===== config.mk =====
export PLATFORM = sky130hd
export DESIGN_NAME = nibble_tx
export DESIGN_NICKNAME = d
export VERILOG_FILES = /design/src/rtl/nibble_tx_pkg.sv /design/src/rtl/nibble_tx_baud.sv /design/src/rtl/nibble_tx.sv
export SDC_FILE = /design/constraint.sdc
export NUM_CORES = 1
export LEC_CHECK = 0
export ABC_AREA = 1
export BUFFER_PORTS_ARGS = -buffer_cell sky130_fd_sc_hd__buf_2
export CAP_MARGIN = 30
export CORE_UTILIZATION = 61
export DETAILED_ROUTE_END_ITERATION = 10
export PLACE_DENSITY_LB_ADDON = 0.08
export SYNTH_ARGS = -nofsm -noshare
export SYNTH_HDL_FRONTEND = slang
export SYNTH_SLANG_ARGS = --single-unit

===== constraint.sdc =====
create_clock -name clk -period 2.25 [get_ports clk]
set_clock_uncertainty 0.15 [all_clocks]
set_input_delay 0.5625 -clock clk [delete_from_list [all_inputs] [get_ports clk]]
set_output_delay 0.5625 -clock clk [all_outputs]
set_load 0.01 [all_outputs]

===== src/rtl/nibble_tx_pkg.sv =====
// Shared definitions for the nibble serial transmitter: FSM state encoding,
// payload width and the parity helper.
// Optional feature macro: NIBBLE_TX_PARITY_EN adds an even-parity bit
// between the last data bit and the stop bit.
package nibble_tx_pkg;

  localparam int DATA_BITS = 4;

  // Frame phases, in transmission order.
  typedef enum logic [2:0] {
    S_IDLE,
    S_START,
    S_DATA,
`ifdef NIBBLE_TX_PARITY_EN
    S_PARITY,
`endif
    S_STOP
  } state_t;

  // Even parity: the bit that makes the total count of ones even.
  function automatic logic even_parity(input logic [DATA_BITS-1:0] d);
    return ^d;
  endfunction

endpackage


===== src/rtl/nibble_tx_baud.sv =====
// Bit-period timer for nibble_tx. The counter runs 0..CLKS_PER_BIT-1 and
// wraps by itself. tick marks the last cycle of a bit period. pre_tick
// marks the cycle before it, so the FSM can register an end-of-period
// pulse. restart holds the count at zero.
module nibble_tx_baud #(
  parameter int CLKS_PER_BIT = 4
) (
  input  logic clk,
  input  logic rst_n,
  input  logic restart,
  output logic tick,
  output logic pre_tick
);

  localparam logic [7:0] LAST = 8'(CLKS_PER_BIT - 1);
  localparam logic [7:0] PRE  = 8'(CLKS_PER_BIT - 2);

  logic [7:0] count;

  // Count the cycles of the current bit period; wrap at the period end.
  // NOTE: sequential state is written with <= only, so every flop samples
  // the pre-edge value of every other flop regardless of statement order.
  always_ff @(posedge clk or negedge rst_n) begin
    if (!rst_n) begin
      count <= '0;
    end else if (restart || tick) begin
      count <= '0;
    end else begin
      count <= count + 8'd1;
    end
  end

  assign tick     = (count == LAST);
  assign pre_tick = (count == PRE);

endmodule


===== src/rtl/nibble_tx.sv =====
// Nibble serial transmitter. Each frame is a start bit (0), four data bits
// sent LSB first, an optional even-parity bit, and a stop bit (1). Every
// bit lasts CLKS_PER_BIT clocks.
// Optional feature macro: NIBBLE_TX_PARITY_EN (7-bit-period frame when
// defined, 6 when undefined).
module nibble_tx
  import nibble_tx_pkg::*;
#(
  parameter int CLKS_PER_BIT = 4
) (
  input  logic                 clk,
  input  logic                 reset,
  input  logic                 En,
  input  logic [DATA_BITS-1:0] D,
  output logic                 ready,
  output logic                 tx,
  output logic                 busy,
  output logic                 done
);

  state_t               state;
  logic [DATA_BITS-1:0] shreg;
  logic [1:0]           bit_idx;
  logic                 tick;
  logic                 pre_tick;
`ifdef NIBBLE_TX_PARITY_EN
  logic                 parity;
`endif

  // A load is only possible in IDLE. En is not part of this term, so a
  // load request can never feed back into its own acceptance.
  assign ready = (state == S_IDLE);

  // Held at zero while idle, so the start bit gets a full period from the
  // accept edge. Every later state change falls on a tick, where the
  // counter wraps to zero by itself.
  nibble_tx_baud #(
    .CLKS_PER_BIT (CLKS_PER_BIT)
  ) u_baud (
    .clk      (clk),
    .rst_n    (reset),
    .restart  (ready),
    .tick     (tick),
    .pre_tick (pre_tick)
  );

  // Frame sequencer. tx, busy and done are registered here, so the outputs
  // change only on clock edges (or on reset).
  always_ff @(posedge clk or negedge reset) begin
    if (!reset) begin
      state   <= S_IDLE;
      tx      <= 1'b1;
      busy    <= 1'b0;
      done    <= 1'b0;
      shreg   <= '0;
      bit_idx <= '0;
`ifdef NIBBLE_TX_PARITY_EN
      parity  <= 1'b0;
`endif
    end else begin
      // NOTE: done is a one-cycle strobe. It defaults low on every edge and
      // only the end-of-STOP branch raises it.
      done <= 1'b0;
      unique case (state)
        S_IDLE: begin
          if (En) begin
            shreg  <= D;
`ifdef NIBBLE_TX_PARITY_EN
            parity <= even_parity(D);
`endif
            tx     <= 1'b0;
            busy   <= 1'b1;
            state  <= S_START;
          end
        end
        S_START: begin
          if (tick) begin
            tx      <= shreg[0];
            shreg   <= shreg >> 1;
            bit_idx <= '0;
            state   <= S_DATA;
          end
        end
        S_DATA: begin
          if (tick) begin
            bit_idx <= bit_idx + 2'd1;
            if (bit_idx == 2'(DATA_BITS - 1)) begin
`ifdef NIBBLE_TX_PARITY_EN
              tx    <= parity;
              state <= S_PARITY;
`else
              tx    <= 1'b1;
              state <= S_STOP;
`endif
            end else begin
              tx    <= shreg[0];
              shreg <= shreg >> 1;
            end
          end
        end
`ifdef NIBBLE_TX_PARITY_EN
        S_PARITY: begin
          if (tick) begin
            tx    <= 1'b1;
            state <= S_STOP;
          end
        end
`endif
        S_STOP: begin
          if (tick) begin
            busy  <= 1'b0;
            state <= S_IDLE;
          end else if (pre_tick) begin
            // Raise done one edge early, so it is high during exactly the
            // last cycle of the stop bit.
            done <= 1'b1;
          end
        end
        default: begin
          state <= S_IDLE;
        end
      endcase
    end
  end

endmodule

---- Word-level counts from Yosys, hierarchy flattened ----
Index checks and enable logic that the tools add are counted.
cells by class
  $add $sub $neg .......................... 2
  multiply operators ...................... 0
  div/mod/pow operators ................... 0
  magnitude comparators ................... 0
  equal/unequal tests ..................... 12
  shift-type cells ........................ 0
  multiplexer cells ....................... 26
  bitwise logic cells ..................... 0
  reductions and logical operators ........ 10
operators by type and width
  operator                                       number
  == test 8 x 2 -> 1 bit, second input constant  2
  two-way mux 4 bit                              4
  two-way mux 3 bit                              5
  case mux 3 bit (4 select lines)                1
  case mux 4 bit (3 select lines)                1
  AND reduction 5 bit                            2
  two-way mux 1 bit                              9
  adder 8 x 1 -> 8 bit, second input constant    1
  two-way mux 8 bit                              1
  == test 3 x 2 -> 1 bit, second input constant  2
  != test 2 x 1 -> 1 bit, second input constant  3
  != test 2 bit, second input constant           3
  AND reduction 3 bit                            2
  two-way mux 2 bit                              2
  case mux 2 bit (2 select lines)                1
  AND reduction 4 bit                            1
  nonzero test 2 bit                             2
  == test 3 x 1 -> 1 bit, second input constant  1
  zero test 3 bit                                1
  case mux 1 bit (3 select lines)                1
  nonzero test 3 bit                             1
  adder 2 x 1 -> 2 bit, second input constant    1
  == test 2 bit, second input constant           1
  case mux 1 bit (2 select lines)                1
  logical OR 1 bit                               1
storage, ports and cells
  bits in registers ....................... 20
  bits in latches ......................... 0
  RAM bits ................................ 0
  ROM bits ................................ 0
  bits of input ports ..................... 7
  output and inout port bits .............. 4
  word-level logic and storage cells ...... 57
  memories ................................ 0

---- Longest topological paths before layout ----
  depth in word-level cells ............... 4
  gate-level depth with buffers ........... 8
  depth with buffers taken out ............ 8

---- By module ----
Synthesis repeated with hierarchy kept, for this count alone.
second synthesis, totals
  cells, all modules ...................... 147
  area, all modules ....................... 1178.6 um^2
by module, submodules not included
  module          times used  cells each  area each (um^2)
  nibble_tx       1           92          729.4
  nibble_tx_baud  1           55          449.2

---- Worst setup path after synthesis ----
No wires, ideal clock.
  path kind ............................... reg-to-reg
  start ................................... register state[0]
  end ..................................... register shreg[3]
  setup time .............................. 117 ps
  arrival time ............................ 1381 ps
  required time ........................... 1983 ps
  path slack .............................. 602 ps
  cell stages (with the launch flop) ...... 8
  period minus slack after synthesis ...... 1648 ps
  path through ............................ dfrtp_1 > inv_1 > ha_1 > inv_1 > o21ai_0 > nor2_4 > nand3b_1 > nand2_1
on the way
  longest elaborated chain between the ends .. 3
ends and longest elaborated chain
  what                                                           line             text
  from (decl)                                                    nibble_tx.sv:21  state_t state;
  from (signal assigned)                                         nibble_tx.sv:51  state <= S_IDLE;
  from (signal assigned)                                         nibble_tx.sv:73  state <= S_START;
  from (signal assigned)                                         nibble_tx.sv:81  state <= S_DATA;
  zero test 3 bit *                                              -
  named net ready                                                nibble_tx.sv:15  output logic ready,
  != test 2 bit (no line) or nonzero test 3 bit (tied branches)  -
  AND reduction 5 bit (no line)                                  -
  to (signal assigned)                                           nibble_tx.sv:79  shreg <= shreg >> 1;
  to (signal assigned)                                           nibble_tx.sv:97  shreg <= shreg >> 1;
  to (decl)                                                      nibble_tx.sv:22  logic [DATA_BITS-1:0] shreg;
The timed path passes the listed nets; every way through them passes the cells marked *.
A chain may end at the register's enable or synchronous reset.

---- Final worst setup path ----
  start ................................... register state[0]
  end ..................................... output ready
on the way
  longest elaborated chain between the ends .. 1
ends and longest elaborated chain
  what             line             text
  zero test 3 bit  nibble_tx.sv:32  assign ready = (state == S_IDLE);
  to (decl)        nibble_tx.sv:15
Every way passes these cells.

==> impl_metrics.csv <==
group,metric,value,unit
run_status,status,"finished with violations",
run_status,violations,"design-rule violations",
logic_synthesis,synth_cell_types,19,
setup_path,rrSetupSlack,0.48,ns
sta,slew_headroom,0.5994,
floorplan,die_y,43.88,microns
cts,clkTransAtPathRegs,0.11,ns
cts,cts_tree,"done",
sta,fmax,512.5,MHz
setup_path,reg2reg_to,"shreg[3]",
logic_synthesis,synthCells,134,
sta,rsz0062_at_grt,"false",
cts,h-tree-depth,1,
sta,worst_pin_slew,0.5947,ns
power_and_ir_drop,ir_drop,0.7942,mV
power_and_ir_drop,power,1.491,mW
floorplan,start_util,0.6786,
route,finalWirelength,1869,microns
sta,tns,0,ns
layout,multi_input_area,548.0,sq um
logic_synthesis,yosys_warnings,0,
route,antenna_left,0,
cts,cts_resized,0,
setup_path,crit_slowest_cell,"dfrtp_1",
route,drt_iter0_markers,19,
power_and_ir_drop,leakagePower,0.6329,nW
sta,finalHoldViolations,0,
layout,drive_above_1_share,0.1892,
grt,use_met2,0.3821,
grt,gr-total-overflow,0,
min_path,hp-class,"in2async",
placement,port_buffers,10,
floorplan,core_area,1577,sq um
grt,antenna_found_initial,0,
cts,clockRootBuffer,"clkbuf_4",
grt,busiest_layer,"met2",
setup_path,arrival,1.24,ns
route,firstDrtPassIters,7,
route,drc,1,
layout,final_common_cell,"nand2_1",
cts,cts_max_path_buffers,2,
layout,area_growth,9.123,%
layout,nNetsFinal,164,
layout,final_cell_mix,"nand2_1 (43), dfrtp_1 (18), nor2_1 (16), inv_1 (12), buf_2 (10)",
grt,grt_max_degree,20,
setup_path,ff2ff_path_depth,7,
grt,grt_usage,0.2384,
floorplan,fp-row-count,14,
logic_synthesis,yosys_register_bits,19,
logic_synthesis,synth_fp_nets,149,
logic_synthesis,avgSynthCellArea,7.983,sq um
route,viasPerCell,5.201,
cts,clkLatencyLatePin,0.30,ns
sta,drv_slew,0,
placement,gp_congestion,0.8429,
layout,fillers,120,
power_and_ir_drop,power.density,1278,nW/um^2
setup_path,cp_cell_sequence,"inv_1, ha_1, buf_2",
floorplan,die_area,1925,sq um
floorplan,die_w,43.88,microns
grt,grt_first_pass_wirelength,3381,microns
setup_path,critPathKind,"reg2out",
setup_path,r2r-start,"state[0]",
run,cap_violations,0,
layout,n_antenna_cell,0,
layout,fin_cells,164,
sta,post-route-period-util,0.8673,
logic_synthesis,ys_seq_area_frac,0.4456,
setup_path,critPathCaptureType,"output pin",
setup_path,critical_path_peak_fanout,5,
setup_path,crit_required,1.54,ns
grt,grt_util_met1,0.3351,
setup_path,critical_path_buf_inv_count,2,
logic_synthesis,syn-cell-area,1070,sq um
sta,setup_violations,0,
cts,cts_buffers,3,
sta,fin_crit,1.951,ns
route,wl_per_cell,11.40,microns
route,via_count,853,
setup_path,worst_setup_path_start_kind,"register",
grt,met3_usage,0.03750,
setup_path,path_delay_family,"flip-flops",
placement,place_inst,160,
layout,seqCellArea,476.7,sq um
sta,hold_ws,0.02646,ns
setup_path,slowest_delay,0.45,ns
grt,grt_pass1_vias,801,
cts,postCtsSetupBuffers,0,
cts,clock-sinks,19,
placement,dp_hpwl,1450,microns
cts,hold_buffers,0,
floorplan,ios,11,
per-stage QoR:
stage / setup WS, ns / util / instance area, sq um
2_1_floorplan: 0.6018 / - / 1070
3_3_place_gp: 0.5664 / 0.7230 / 1140
3_5_place_dp: 0.5133 / 0.7230 / 1140
4_1_cts: 0.2941 / 0.7405 / 1167
5_1_grt: 0.2192 / 0.7405 / 1167
6_report: 0.2986 / 0.7405 / 1167
final cells by class:
cell class	instances	area share
clock inverters	1	0.004287
repair buffers	10	0.04287
clock buffers	3	0.01929
inverters	12	0.03859
multi-input cells	103	0.4695
flip-flops and latches	19	0.4084
well taps	16	0.01715
registers in the layout, indices dropped and copies added (netlist names):
| name | cells |
|---|---|
| done | 1 |
| busy | 1 |
| bit_idx | 2 |
| tx | 1 |
| shreg | 4 |
| u_baud.count | 8 |
| state | 2 |
Yosys cell counts:
| cell | number | area, sq um |
|---|---|---|
| inv_1 | 12 | 45.04 |
| a21oi_1 | 4 | 20.02 |
| ha_1 | 8 | 100.1 |
| nor2_4 | 3 | 33.78 |
| and3_1 | 1 | 6.260 |
| or2_2 | 1 | 6.260 |
| nand2_1 | 43 | 161.4 |
| dfstp_2 | 1 | 26.28 |
| nand3_1 | 8 | 40.04 |
| dfrtp_1 | 18 | 450.4 |
| o21ai_0 | 6 | 30.03 |
| nor3b_1 | 1 | 7.510 |
| nor2_1 | 16 | 60.06 |
| nor2_2 | 5 | 31.28 |
| nand2_2 | 2 | 12.51 |
| nand2_4 | 1 | 11.26 |
| nand3_2 | 1 | 10.01 |
| nand3b_1 | 1 | 7.510 |
| nor3_1 | 2 | 10.01 |
logic make-up (layout without fill, tap and decap cells):
logic type      after synthesis  count (layout)  share of synthesized area
simple gates                 85              85                     0.3719
compound gates               10              10                    0.04679
buf+inv                      12              26                    0.04210
flops                        19              19                     0.4456
fa+ha+maj                     8               8                    0.09357
worst max path at each step:
| stage | depth (start not counted) | from | slack [ns] | end |
|---|---|---|---|---|
| global placement | 8 | state[0] | 0.57 | shreg[3] |
| CTS | 3 | state[0] | 0.29 | ready |
| finish | 3 | state[0] | 0.30 | ready |
| global route | 3 | state[1] | 0.22 | ready |
| floorplan | 7 | state[0] | 0.60 | shreg[3] |
| detailed placement | 7 | state[0] | 0.51 | shreg[3] |
where the power goes:
part	internal (mW)	switching (mW)	total [mW]
clock network	0.0662	0.107	0.174
registers	0.459	0.0902	0.549
logic	0.276	0.494	0.769
total	0.800	0.691	1.49
worst register-to-register path, delay by kind of cell, from the launching register on:
family / cells / cell delay (ns)
flops: 1 / 0.45
fa+ha+maj: 1 / 0.23
buf+inv: 2 / 0.21
compound gates: 1 / 0.36
simple gates: 3 / 0.29
routing by layer:
layer	share of wire	vias to the layer above
met1	0.50	384
met2	0.46	21
met4	0.0075	0
met3	0.035	2
li1	-	446
met5	0	-
Power figures use the tool's default switching activity.
